`src/rtl/fp_add_arbiter.sv`:
```
// fp_add_arbiter
//   Round-robin arbiter/sequencer that time-shares one external combinational
//   single-precision adder among NREQ requesters. One operand pair is accepted
//   at a time, driven to the adder from registers, and the sum is captured one
//   cycle later and returned on a single tagged response channel.
//
// Ports
//   clk        : clock, rising edge
//   rst        : asynchronous active-high reset
//   req_valid  : per-requester operand-pair valid
//   req_ready  : one-hot grant (combinational, IDLE only)
//   req_a/b    : packed operands, requester i at [32i+31:32i]
//   add_c/d    : registered operands to the shared adder
//   add_result : combinational sum from the shared adder
//   rsp_valid  : response holds a valid sum
//   rsp_ready  : consumer accepts the response
//   rsp_id     : owner of the response
//   rsp_data   : registered sum
//   busy       : state is not IDLE
//   ops_done   : completed-response counter, wraps modulo 2^16
module fp_add_arbiter #(
  parameter int NREQ = 4,
  parameter int IDW  = 2
) (
  input  logic                 clk,
  input  logic                 rst,
  input  logic [NREQ-1:0]      req_valid,
  output logic [NREQ-1:0]      req_ready,
  input  logic [32*NREQ-1:0]   req_a,
  input  logic [32*NREQ-1:0]   req_b,
  output logic [31:0]          add_c,
  output logic [31:0]          add_d,
  input  logic [31:0]          add_result,
  output logic                 rsp_valid,
  input  logic                 rsp_ready,
  output logic [IDW-1:0]       rsp_id,
  output logic [31:0]          rsp_data,
  output logic                 busy,
  output logic [15:0]          ops_done
);

  typedef enum logic [1:0] {
    ST_IDLE = 2'd0,
    ST_CALC = 2'd1,
    ST_RESP = 2'd2
  } state_e;

  state_e          state_q, state_d;
  logic [IDW-1:0]  ptr_q, ptr_d;
  logic [31:0]     add_c_q, add_c_d;
  logic [31:0]     add_d_q, add_d_d;
  logic [31:0]     rsp_data_q, rsp_data_d;
  logic [IDW-1:0]  rsp_id_q, rsp_id_d;
  logic            rsp_valid_q, rsp_valid_d;
  logic [15:0]     ops_done_q, ops_done_d;

  logic            found_s;
  logic [IDW-1:0]  winner_s;
  logic [NREQ-1:0] grant_s;

  // (base + off) mod NREQ for base < NREQ and off < NREQ, without a divider
  function automatic logic [IDW-1:0] wrap_add(input logic [IDW-1:0] base,
                                              input int unsigned off);
    int unsigned sum;
    sum = 32'(base) + off;
    sum = (sum >= 32'(NREQ)) ? (sum - 32'(NREQ)) : sum;
    return IDW'(sum);
  endfunction

  // Round-robin pick: scan from ptr upward; walking offsets downward lets the
  // smallest offset (closest to ptr) be the last and therefore winning write.
  always_comb begin
    found_s  = 1'b0;
    winner_s = '0;
    for (int k = NREQ - 1; k >= 0; k--) begin
      if (req_valid[wrap_add(ptr_q, 32'(k))]) begin
        found_s  = 1'b1;
        winner_s = wrap_add(ptr_q, 32'(k));
      end else begin
        found_s  = found_s;
        winner_s = winner_s;
      end
    end
  end

  // Next-state and datapath-load logic for the IDLE/CALC/RESP sequencer
  always_comb begin
    state_d     = state_q;
    ptr_d       = ptr_q;
    add_c_d     = add_c_q;
    add_d_d     = add_d_q;
    rsp_data_d  = rsp_data_q;
    rsp_id_d    = rsp_id_q;
    rsp_valid_d = rsp_valid_q;
    ops_done_d  = ops_done_q;
    grant_s     = '0;
    case (state_q)
      ST_IDLE: begin
        if (found_s) begin
          grant_s  = {{(NREQ-1){1'b0}}, 1'b1} << winner_s;
          add_c_d  = req_a[32*int'(winner_s) +: 32];
          add_d_d  = req_b[32*int'(winner_s) +: 32];
          rsp_id_d = winner_s;
          ptr_d    = wrap_add(winner_s, 32'd1);
          state_d  = ST_CALC;
        end else begin
          state_d  = ST_IDLE;
        end
      end
      ST_CALC: begin
        rsp_data_d  = add_result;
        rsp_valid_d = 1'b1;
        state_d     = ST_RESP;
      end
      ST_RESP: begin
        if (rsp_ready) begin
          rsp_valid_d = 1'b0;
          ops_done_d  = ops_done_q + 16'd1;
          state_d     = ST_IDLE;
        end else begin
          state_d     = ST_RESP;
        end
      end
      default: begin
        state_d = ST_IDLE;
      end
    endcase
  end

  // State and datapath registers
  always_ff @(posedge clk or posedge rst) begin
    if (rst) begin
      state_q     <= ST_IDLE;
      ptr_q       <= '0;
      add_c_q     <= 32'd0;
      add_d_q     <= 32'd0;
      rsp_data_q  <= 32'd0;
      rsp_id_q    <= '0;
      rsp_valid_q <= 1'b0;
      ops_done_q  <= 16'd0;
    end else begin
      state_q     <= state_d;
      ptr_q       <= ptr_d;
      add_c_q     <= add_c_d;
      add_d_q     <= add_d_d;
      rsp_data_q  <= rsp_data_d;
      rsp_id_q    <= rsp_id_d;
      rsp_valid_q <= rsp_valid_d;
      ops_done_q  <= ops_done_d;
    end
  end

  // The grant is combinational, so it must be masked while reset is held
  assign req_ready = rst ? '0 : grant_s;
  assign add_c     = add_c_q;
  assign add_d     = add_d_q;
  assign rsp_valid = rsp_valid_q;
  assign rsp_id    = rsp_id_q;
  assign rsp_data  = rsp_data_q;
  assign busy      = (state_q != ST_IDLE);
  assign ops_done  = ops_done_q;

endmodule
```
`config.mk`:
```
export PLATFORM = sky130hd
export DESIGN_NAME = fp_add_arbiter
export DESIGN_NICKNAME = d
export VERILOG_FILES = /design/src/rtl/fp_add_arbiter.sv
export SDC_FILE = /design/constraint.sdc
export NUM_CORES = 1
export LEC_CHECK = 0
export ABC_AREA = 1
export CORE_UTILIZATION = 30
export DETAILED_ROUTE_END_ITERATION = 7
export GPL_ROUTABILITY_DRIVEN = 1
export GPL_TIMING_DRIVEN = 1
export PLACE_DENSITY = 0.67
export SYNTH_ARGS = -nofsm -noshare
export SYNTH_HDL_FRONTEND = slang
export SYNTH_SLANG_ARGS = --single-unit
export TNS_END_PERCENT = 30
```
`constraint.sdc`:
```
create_clock -name clk -period 4.35 [get_ports clk]
set_input_delay 1.305 -clock clk [delete_from_list [all_inputs] [get_ports clk]]
set_output_delay 1.305 -clock clk [all_outputs]
set_load 0.005 [all_outputs]
```
* Word level (Yosys, flattened, before mapping) *
Cells that the tools add are included.

word-level totals
  register bits = 119
  bits in latches = 0
  RAM bits = 0
  memory bits (read-only) = 0
  bits of input ports = 295
  output and inout port bits = 120
  word-level logic and storage cells = 68
  memories kept = 0

operators by class
  $add $sub $neg = 10
  multiply operators = 0
  div/mod/pow operators = 0
  order comparisons = 9
  equal/unequal tests = 3
  shift-type cells = 3
  muxes and demuxes = 29
  bitwise gates (word level) = 0
  reductions and logical operators = 6

operators with widths
  cell                                                               number
  indexed part select 128 x 8 -> 32 bit                              2
  two-way mux 2 bit                                                  10
  adder 16 x 1 -> 16 bit, second input constant                      1
  greater-or-equal comparator 3 bit, second input constant           4
  less-than comparator 2 x 3 -> 1 bit, second input constant         4
  two-way mux 4 bit                                                  3
  two-way mux 1 bit                                                  10
  subtractor 2 x 1 -> 2 bit, second input constant                   5
  binary-select mux 1 bit (select 2 bit)                             4
  adder 2 x 1 -> 3 bit, second input constant                        2
  adder 2 x 2 -> 3 bit, second input constant                        2
  one-hot mux 2 bit (3 select lines)                                 1
  AND reduction 2 bit                                                3
  nonzero test 2 bit                                                 2
  left shift 1 x 2 -> 4 bit, first input constant                    1
  greater-or-equal comparator 2 x 3 -> 1 bit, second input constant  1
  equality test 2 x 1 -> 1 bit, second input constant                1
  equality test 2 bit, second input constant                         1
  zero test 2 bit                                                    1
  != test 2 bit, second input constant                               1
  one-hot mux 1 bit (2 select lines)                                 1

* Depth between registers and ports, before layout *
Gate-level depths: netlist (run 1).

  word-level depth = 13
  gate-level depth with buffers = 18
  depth with buffers taken out = 15

* Worst setup path after synthesis (run 1) *
No wires, ideal clock.

  path kind = in2out
  start = in req_valid[3]
  end = out req_ready[0]
  data arrival time = 2.439 ns
  data required time = 3.045 ns
  path slack = 0.606 ns
  stages = 10
  buffers on the path = 2
  cells stage by stage = inv_1 -> nand2_1 -> nand3_1 -> nand2_1 -> o21bai_1 -> nand2_2 -> nand2_2 -> buf_6 -> buf_4 -> nor4_1

between the ends
  word-level cells in the longest chain between the ends = 10
  elaborated cells between the ends (all ways) = 20
  those cells by class = shift (1); mux (19)

ends and longest elaborated chain
  element                                  RTL line  text
  from (decl)                              27        input logic [NREQ-1:0] req_valid,
  binary-select mux 1 bit (select 2 bit)   76        if (req_valid[wrap_add(ptr_q, 32'(k))]) begin
  two-way mux 1 bit (implied by the code)  76
  two-way mux 2 bit (4 in a row)           76
  left shift 1 x 2 -> 4 bit                100       grant_s = {{(NREQ-1){1'b0}}, 1'b1} << winner_s;
  two-way mux 4 bit *                      99        if (found_s) begin
  two-way mux 4 bit *                      97        case (state_q)
  two-way mux 4 bit *                      154       assign req_ready = rst ? '0 : grant_s;
  to (decl)                                28        output logic [NREQ-1:0] req_ready,

Mark *: on every way between the ends. The rest lies on a longest branch, timed or not. The select of a mux whose other input is x is not followed.

* Worst setup path after layout (run 1) *
  start = in req_valid[2]
  end = out req_ready[3]

The elaborated chain is that of the path after synthesis.

==> reports/metrics.csv, run 1 <==
metric,value,unit
Wirelength per Cell,15.17,um
dominant combinational cell family by area after synthesis,simple AND/OR/NAND/NOR gates,
grt total ovfl,0,
outcome,"finished, final reports clean",
synthesized net count,1421,
DRC,0,
number of port buffers,414,
end-of-flow core utilization,50.41,%
Core ar.,25110,um^2
CTS Buf Count,17,
ratio of cells with drive above 1 in the final layout,6.842,%
wire length after detailed routing,28080,um
"leading cell type in the layout, fill and taps excluded",nand2_1,
post-synthesis sequential area ratio,38.95,%
number of enable-type register cells in the synthesized netlist,0,
1st-iter DRT viols,505,
Least-Margin Pin Slew,0.8193,ns
number of synthesis warnings,0,
"Critical Path, Cell by Cell",clkdlybuf4s50_1 -> nand2_1 -> nand2_1 -> nand2_1 -> nand2_1 -> nor2_1 -> nor2_1 -> nand2_4 -> nand2_4 -> nand2_1 -> nor3_1 -> dlygate4sd2_1,
pwr/cell area,784.7,nW/um^2
minimum clock period after layout,4.337,ns
clock insertion delay at the later pin of the skew report,0.41,ns
nature of the critical path startpoint,input pin,
share of the synthesized area in compound gates (AO/OA/AOI/OAI),0.5565,%
total number of H-tree levels,4,
clock tree buffer depth,2,
Final Skew,0.01216,ns
final RePlAce weighted congestion,0.8340,
layout overhead on the synthesized area,65.58,%
synthesized cell area,7645,um^2
maximum fanout along the worst path,6,
count of standard-cell rows,58,
required time reported for the critical path endpoint,3.04,ns
delay of the slowest cell on the worst path,0.48,ns
Setup WS pre-CTS,-0.2551,ns
I/O pins,415,
CTS Root Buffer Type,clkbuf_16,
Slew Limit Headroom,45.38,%
total setup buffers inserted after CTS,0,
number of distinct library cells after synthesis,27,
initial core utilization,30.45,%
detail-routed via count per cell,4.607,
number of synthesized register bits,119,
Nets,1803,
fin cells,1851,
CP max-delay cell,clkdlybuf4s50_1,
"crit path setup slack, layout",0.01305,ns
number of endpoints failing setup at the final stage,0,
async set or reset register ratio after synthesis,100.0,%
highest attainable clock frequency,230.6,MHz
maximum VDD drop,0.8195,mV
number of antenna violations at the first check in global routing,1,
number of global-route vias before repair,8180,
Vert. Die Dim,161.6,um
Tcrit/Tclk final,99.70,%
area share of and/or/nand/nor cells after synthesis,44.63,%
total power,9.933,mW
clock-pin slew reported for the worst setup and hold paths after clock tree synthesis,0.06,ns
number of nets with antenna violations after detailed routing,0,
Leakage,6.283,nW
"most used cell, CP",nand2_1,
"arithmetic-cell share of the synthesized area counting full adders, half adders and majority gates",0.1637,%
DIE AREA,26130,um^2
Syn Area/Cell,6.795,um^2
area share of xor/xnor cells in the synthesized design,1.375,%
mux contribution to synthesized area,4.714,%
number of placed instances with taps included,1818,
path type of the worst min-delay path,reg -> reg,
endpoint type of the worst setup path,output pin,
crit path kind,in -> out,
post-synthesis cell count,1125,
max-cap viol count,0,
Die Span X,161.6,um
First-pass DRT Iterations,4,
arrival time at the worst endpoint,3.03,ns
unrepaired setup endpoints after global routing,true,
total number of vias,8528,
wire length of the first global-routing pass,43130,um
most frequent cells in the layout,"nand2_1, clkdlybuf4s50_1, nand3_1, dfrtp_1, inv_1",
TritonCTS clock tree,built,
most common flop cell mapped by yosys,dfrtp_1,
Clock Sinks,119,
Fin. Hold Viols,0,
largest net degree at the start of global routing,84,
hpwl dp,20370,um
total track usage,21.02,%
pins over their slew limit,0,
-- worst max-delay path, delay by kind of cell --
family,cells,cell delay (ns)
buf+inv,2,0.74
simple gates,10,0.99
-- cells in the mapped netlist (4+ instances only) --
| master | count | area share [%] |
|---|---|---|
| buf_4 | 16 | 1.6 |
| dfrtp_1 | 119 | 39 |
| xnor2_1 | 9 | 1.0 |
| clkbuf_1 | 10 | 0.49 |
| nand2_2 | 4 | 0.33 |
| nor2_1 | 19 | 0.93 |
| buf_2 | 41 | 2.7 |
| mux2_2 | 32 | 4.7 |
| inv_1 | 85 | 4.2 |
| nand2_1 | 559 | 27 |
| nand3b_1 | 64 | 6.3 |
| buf_1 | 6 | 0.29 |
| nand3_1 | 138 | 9.0 |
-- layout make-up --
cell class	instances	area [um^2]
timing repair buffer	438	4332
clock buffer	18	429.2
multi-input combinational	844	3988
inverter	87	330.3
antenna	1	2.502
tap	330	412.9
sequential	119	2978
clock inverter	14	186.4
fill	2532	12450
-- cell families after synthesis --
family                   count (synthesis)
AO/OA/AOI/OAI                            7
XOR/XNOR                                12
adder cells (fa/ha/maj)                  1
buffers and inverters                  162
flip-flops                             119
multiplexers                            32
AND/OR/NAND/NOR                        792
-- power breakdown --
group          internal, mW  leakage (nW)  switching [mW]
sequential             1.64          1.46           0.289
clock                 0.920         0.295           0.567
combinational          2.71          4.53            3.80
total                  5.28          6.28            4.66
-- timing repair --
item	4_1_cts	5_1_grt
setup endpoints to repair	4	4
cloned	0	0
gates resized for setup	4	8
pin swaps	1	1
hold buffers	0	0
-- through the flow --
step / hold WS, ns / TNS (ns) / area, um^2
4_1_cts: 0.4816 / -0.1714 / 12630
2_1_floorplan: 0.4654 / 0 / 7649
3_5_place_dp: 0.4642 / -0.8539 / 12020
6_report: 0.4766 / 0 / 12660
3_3_place_gp: 0.4585 / -0.7765 / 12020
5_1_grt: 0.4963 / -0.1897 / 12660
-- worst paths after layout --
kind,start,endpoint,slack [ns],depth (start not counted)
min in group asynchronous,rst,ptr_q[0],1.53,4
max in group asynchronous,rst,rsp_data[11],2.39,4
hold reg to reg,add_d[17],add_d[17],0.48,2
setup reg to reg,ptr_q[0],add_d[4],1.63,15
setup / recovery,req_valid[2],req_ready[3],0.01,12
hold / removal,add_d[17],add_d[17],0.48,2
-- sequential cells by signal (all words and copies together) (netlist names) --
| name | count |
|---|---|
| add_c | 32 |
| add_d | 32 |
| ops_done | 16 |
| ptr_q | 2 |
| rsp_data | 32 |
| rsp_id | 2 |
| rsp_valid | 1 |
| state_q | 2 |
-- routing by layer --
metal | track usage [%] | wire, um | share of wire [%] | vias up
met2 | 37.42 | 13960 | 50 | 310
met5 | 0 | 0 | 0 | -
met3 | 5.444 | 1997 | 7.1 | 41
met1 | 24.41 | 11380 | 41 | 3915
li1 | - | - | - | 4262
met4 | 6.904 | 733 | 2.6 | 0
No activity file was read; power rests on OpenSTA's default activity.
==> run 2: changes to the inputs <==
--- a/config.mk
+++ b/config.mk
@@ -5,12 +5,13 @@
 export SDC_FILE = /design/constraint.sdc
 export NUM_CORES = 1
 export LEC_CHECK = 0
-export ABC_AREA = 1
-export CORE_UTILIZATION = 30
+export CAP_MARGIN = 10
+export CORE_AREA = 2 2 160 162
 export DETAILED_ROUTE_END_ITERATION = 7
+export DIE_AREA = 0 0 162 164
 export GPL_ROUTABILITY_DRIVEN = 1
 export GPL_TIMING_DRIVEN = 1
-export PLACE_DENSITY = 0.67
+export PLACE_DENSITY = 0.64
 export SYNTH_ARGS = -nofsm -noshare
 export SYNTH_HDL_FRONTEND = slang
 export SYNTH_SLANG_ARGS = --single-unit
==> run 2 against run 1 <==
  * Sequential share of layout area rose by 2.1 points
  * Critical path type unchanged
  * Cell area fell by 8.3%
  * Synthesized cell count fell by 53%
  * Sequential power barely moved
==> reports/metrics.csv, run 2 <==
metric,value,unit
Tcrit/Tclk final,96.45,%
clock-pin slew reported for the worst setup and hold paths after clock tree synthesis,0.07,ns
Least-Margin Pin Slew,1.056,ns
"leading cell type in the layout, fill and taps excluded",clkdlybuf4s50_1,
most frequent cells in the layout,"clkdlybuf4s50_1, mux2i_1, dfrtp_1, o2bb2ai_1, a21oi_1",
grt total ovfl,0,
post-synthesis sequential area ratio,45.46,%
largest net degree at the start of global routing,79,
highest attainable clock frequency,238.3,MHz
final RePlAce weighted congestion,0.8359,
pwr/cell area,600.7,nW/um^2
number of port buffers,414,
outcome,"finished, final reports clean",
path type of the worst min-delay path,reg -> reg,
layout overhead on the synthesized area,77.29,%
1st-iter DRT viols,160,
setup total negative slack,0,ns
ratio of cells with drive above 1 in the final layout,14.66,%
pins over their slew limit,0,
total power,6.975,mW
initial core utilization,26.39,%
nature of the critical path startpoint,input pin,
Core ar.,24820,um^2
CTS Buf Count,17,
number of endpoints failing setup at the final stage,0,
most repeated cell in the gate-level netlist after synthesis,mux2i_1,
synthesized net count,824,
detail-routed via count per cell,4.515,
wire length of the first global-routing pass,35590,um
async set or reset register ratio after synthesis,100.0,%
antenna diode count,0,
Fin. Hold Viols,0,
number of synthesized register bits,119,
synth top area cells,"dfrtp_1, mux2i_1, o2bb2ai_1",
highest signal layer in the routed design,met5,
met3 routed WL,1705,um
Leakage,4.797,nW
Wirelength per Cell,18.65,um
number of antenna violations at the first check in global routing,1,
endpoint type of the worst setup path,output pin,
number of enable-type register cells in the synthesized netlist,0,
minimum clock period after layout,4.196,ns
count of standard-cell rows,58,
number of distinct library cells after synthesis,44,
number of synthesis warnings,0,
post-synthesis cell count,528,
total non-filler cell area in the finished layout,11610,um^2
maximum fanout along the worst path,5,
fin cells,1285,
list of most frequent post-synthesis cells,"mux2i_1, dfrtp_1, o2bb2ai_1",
required time reported for the critical path endpoint,3.04,ns
most common flop cell mapped by yosys,dfrtp_1,
total number of vias,5802,
number of global-route vias before repair,6098,
Clock Sinks,119,
maximum VDD drop,0.3110,mV
clock tree buffer depth,2,
top cell type by total area after synthesis,dfrtp_1,
synthesized cell area,6550,um^2
arrival time at the worst endpoint,2.89,ns
First-pass DRT Iterations,4,
Placed Area,10990,um^2
Final Skew,0.01132,ns
wire length on met1,9811,um
Slew Limit Headroom,29.59,%
wire length after detailed routing,23970,um
number of placed instances with taps included,1252,
I/O pins,415,
Vert. Die Dim,164,um
crit path kind,in -> out,
end-of-flow core utilization,46.79,%
DRC,0,
CTS Root Buffer Type,clkbuf_16,
total track usage,17.58,%
Syn Area/Cell,12.41,um^2
Nets,1238,
total number of H-tree levels,4,
TritonCTS clock tree,built,
unrepaired setup endpoints after global routing,false,
top-area cell type share of the netlist area,45.46,%
max-cap viol count,0,
Die Span X,162,um
DIE AREA,26570,um^2
number of nets with antenna violations after detailed routing,0,
clock insertion delay at the later pin of the skew report,0.42,ns
Met2 Routed Length,11980,um
hpwl dp,18270,um
-- run 2: cell count changes in the layout (fill, tap and decap cells not counted), sizes merged, moves of 3 or more --
| cell | delta |
|---|---|
| dlygate4sd2 | +4 |
| and3 | +5 |
| nand3b | -63 |
| nor2b | +3 |
| inv | -86 |
| xor2 | +3 |
| nand2 | -550 |
| nor2 | -13 |
| o2bb2ai | +64 |
| mux2i | +129 |
| a21oi | +65 |
| clkdlybuf4s50 | -3 |
| nand3 | -133 |
-- run 2: final cells by class --
type	count	area, um^2
multi-input cells	365	3283
flip-flops and latches	119	2978
clock buffers	18	429.2
inverters	3	16.27
clock inverters	14	188.9
well taps	330	412.9
fillers	2343	13210
repair buffers	436	4304
-- run 2: logic make-up after synthesis --
family	Yosys count	synth area share (%)
xor+xnor	16	2.139
simple gates	48	3.897
fa+ha+maj	1	0.1910
mux	161	25.21
flops	119	45.46
compound gates	139	18.19
buf+inv	44	4.909
-- run 2: critical path, stage by stage --
cell             delay (ns)
clkdlybuf4s50_1        0.42
nor4_1                 0.26
or2_1                  0.19
clkinv_2               0.07
and3_4                 0.17
and3_1                 0.18
dlygate4sd2_1          0.29
-- run 2: layer usage --
metal	track usage [%]	up-vias
li1	-	2817
met1	20.98	2744
met2	30.60	213
met3	5.000	26
met4	5.672	2
met5	0	-
-- run 2: stage by stage --
step | worst slack [ns] | hold slack, ns
after global placement | -0.1930 | 0.4614
after global routing | 0.07291 | 0.5055
after detailed placement | -0.2078 | 0.4583
final | 0.1542 | 0.4686
after CTS | -0.01491 | 0.4732
after floorplan | -0.4064 | 0.4647
-- run 2: where the power goes --
| part | internal [mW] | leakage (nW) | switching, mW |
|---|---|---|---|
| clock | 0.921 | 0.296 | 0.592 |
| combinational | 1.99 | 3.13 | 1.55 |
| sequential | 1.62 | 1.37 | 0.306 |
-- run 2: path summary, 6_finish.rpt --
kind | endpoint | start | cells past startpoint | slack, ns
max | req_ready[2] | req_valid[3] | 7 | 0.15
min | ops_done[15] | ops_done[15] | 1 | 0.47
max reg2reg | add_d[5] | ptr_q[1] | 7 | 1.83
min reg2reg | ops_done[15] | ops_done[15] | 1 | 0.47
max in group asynchronous | ops_done[1] | rst | 3 | 1.92
min in group asynchronous | add_c[4] | rst | 3 | 1.40
-- run 2: repair_timing --
action                                  in CTS  in global routing
buffers inserted                             0                  1
endpoints found under the setup margin       4                  1
pin swaps                                    0                  1
hold buffers                                 0                  0
gates resized for setup                      7                  1
==> run 3: changes to the inputs <==
--- a/config.mk
+++ b/config.mk
@@ -6,12 +6,13 @@
 export NUM_CORES = 1
 export LEC_CHECK = 0
 export CAP_MARGIN = 10
-export CORE_AREA = 2 2 160 162
+export CELL_PAD_IN_SITES_DETAIL_PLACEMENT = 1
+export CELL_PAD_IN_SITES_GLOBAL_PLACEMENT = 2
+export CORE_UTILIZATION = 19
 export DETAILED_ROUTE_END_ITERATION = 7
-export DIE_AREA = 0 0 162 164
 export GPL_ROUTABILITY_DRIVEN = 1
 export GPL_TIMING_DRIVEN = 1
-export PLACE_DENSITY = 0.64
+export PLACE_DENSITY = 0.76
 export SYNTH_ARGS = -nofsm -noshare
 export SYNTH_HDL_FRONTEND = slang
 export SYNTH_SLANG_ARGS = --single-unit
==> run 3 against run 2 <==
  * Total power fell by 1.9%
  * Sequential cell count did not move
  * Clock power fell by 9.9%
  * Via count rose by 3.4%
  * Cell area rose by 0.72%
  * Final cell count rose by 8.9%
  * Routed wire length rose by 7.2%
  * Clock skew rose by 0.0018 ns
  * Clock-buffer cell count rose by 1
  * Critical path type unchanged
==> reports/metrics.csv, run 3 (synthesis results as in run 2) <==
metric,value,unit
outcome,"finished, final reports clean",
register-to-register setup slack,1.44,ns
required time reported for the critical path endpoint,3.04,ns
count of standard-cell rows,67,
maximum fanout along the worst path,3,
clock insertion delay at the later pin of the skew report,0.42,ns
Core ar.,33700,um^2
number of port buffers,414,
detail-routed via count per cell,4.284,
Min-Delay Endpoint,ops_done[15],
WHS,0.4690,ns
Clock Sinks,119,
grt total ovfl,0,
startpoint of the lowest-slack register-to-register path,ptr_q[1],
1st-iter DRT viols,76,
minimum clock period after layout,4.238,ns
proportion of total power due to net switching,35.77,%
fin cells,1400,
I/O pins,415,
clock-pin slew reported for the worst setup and hold paths after clock tree synthesis,0.06,ns
fraction of power consumed by combinational cells,51.9,%
Fin. Hold Viols,0,
wire length after detailed routing,25690,um
Setup WS pre-CTS,-0.2372,ns
total non-filler cell area in the finished layout,11700,um^2
total track usage,14.71,%
Leakage,4.764,nW
highest attainable clock frequency,235.9,MHz
Final Skew,0.01315,ns
number of antenna violations at the first check in global routing,2,
most frequent cells in the layout,"clkdlybuf4s50_1, mux2i_1, dfrtp_1, o2bb2ai_1, a21oi_1",
arrival time at the worst endpoint,2.93,ns
First-pass DRT Iterations,4,
max-cap viol count,0,
wire length of the first global-routing pass,39630,um
nature of the critical path startpoint,input pin,
Slew Limit Headroom,29.49,%
sequential share of power,28.2,%
final RePlAce weighted congestion,0.7874,
antenna diode count,0,
"leading cell type in the layout, fill and taps excluded",clkdlybuf4s50_1,
ratio of cells with drive above 1 in the final layout,14.81,%
"crit path setup slack, layout",0.1117,ns
number of endpoints failing setup at the final stage,0,
crit path kind,in -> out,
pwr/cell area,585.2,nW/um^2
Placed Area,11110,um^2
CP max-delay cell,clkdlybuf4s50_1,
DRC,0,
Die Span X,187.7,um
"Critical Path, Cell by Cell",clkdlybuf4s50_1 -> nor4_1 -> or2_1 -> clkinv_2 -> and3_4 -> and3_1 -> dlygate4sd2_1,
total number of vias,5997,
CTS Root Buffer Type,clkbuf_16,
largest net degree at the start of global routing,68,
total number of H-tree levels,4,
Nets,1236,
power dissipated by switching net loads,2.448,mW
delay of the slowest cell on the worst path,0.44,ns
initial core utilization,19.44,%
Tcrit/Tclk final,97.43,%
hpwl dp,19000,um
number of cells on the worst reg-to-reg path,7,
total power,6.845,mW
worst reg2reg endpoint,add_d[25],
DIE AREA,35220,um^2
clock tree buffer depth,2,
number of global-route vias before repair,6740,
CTS Buf Count,17,
maximum VDD drop,0.5648,mV
TritonCTS clock tree,built,
Cell Int Power,4.396,mW
Least-Margin Pin Slew,1.058,ns
number of nets with antenna violations after detailed routing,0,
fill count,3701,
layout overhead on the synthesized area,78.57,%
number of placed instances with taps included,1366,
endpoint type of the worst setup path,output pin,
Vert. Die Dim,187.7,um
path type of the worst min-delay path,reg -> reg,
part of the power in the clock network,19.9,%
Wirelength per Cell,18.35,um
worst hold stages,1,
critical hold path startpoint,ops_done[15],
pins over their slew limit,0,
unrepaired setup endpoints after global routing,false,
[run 3: cell count changes in the layout (fill, tap and decap cells not counted), sizes merged]
cell,delta
inv,-5
clkinvlp,+1
buf,-2
clkinv,+4
dlygate4sd2,-2
clkdlybuf4s15,+1
dlymetal6s2s,+1
clkbuf,+1
bufinv,-2
[run 3: final cells by class]
type                       count  area (um^2)  share of cell area (%)
timing repair buffer         434         4294                   36.71
multi-input combinational    365         3301                   28.22
sequential                   119         2978                   25.46
tap                          448        560.5                   4.792
clock buffer                  19        442.9                   3.787
clock inverter                12        103.9                  0.8879
inverter                       3        16.27                  0.1391
[run 3: repair_timing]
item / in CTS / in global routing
setup buffers: 1 / 2
pin swaps: 2 / 1
hold buffers: 0 / 0
endpoints found under the setup margin: 4 / 4
gates resized for setup: 7 / 5
[run 3: worst max-delay path by stage]
stage / startpoint / endpoint / slack, ns / cells past startpoint
after CTS: req_valid[1] / req_ready[0] / -0.13 / 6
after global placement: req_valid[0] / req_ready[1] / -0.21 / 8
final: req_valid[3] / req_ready[3] / 0.11 / 7
after detailed placement: req_valid[0] / req_ready[1] / -0.24 / 8
after floorplan: rst / req_ready[2] / -0.41 / 2
after global routing: req_valid[3] / req_ready[3] / 0.03 / 7
[run 3: routing by layer]
metal	global-route usage (%)	part of all wire (%)	up-vias	wire length, um
li1	-	-	2809	-
met1	16.87	41	2912	10410
met2	25.51	50	255	12770
met3	5.315	8.6	19	2203
met4	4.221	1.2	2	299
met5	0	0.043	-	11
[run 3: stage by stage]
step                      util, %  setup TNS, ns
final                       34.71              0
after global routing        34.71              0
after CTS                   34.63        -0.1331
after global placement      32.98        -0.6700
after floorplan                 -        -0.8129
after detailed placement    32.98        -0.7652
[run 3: worst max-delay path: cells and delay by family]
family        cells  cell delay [ns]
simple gates      4             0.83
buf+inv           3             0.80
[run 3: power groups by stage]
| stage | Sequential, mW | Combinational, mW | Clock, mW |
|---|---|---|---|
| 2_1_floorplan | 1.95 | 1.89 | 0 |
| 3_3_place_gp | 1.92 | 3.57 | 0 |
| 3_5_place_dp | 1.96 | 3.61 | 0 |
| 4_1_cts | 1.94 | 3.62 | 1.43 |
| 5_1_grt | 2.01 | 3.88 | 1.46 |
| 6_report | 1.93 | 3.55 | 1.36 |
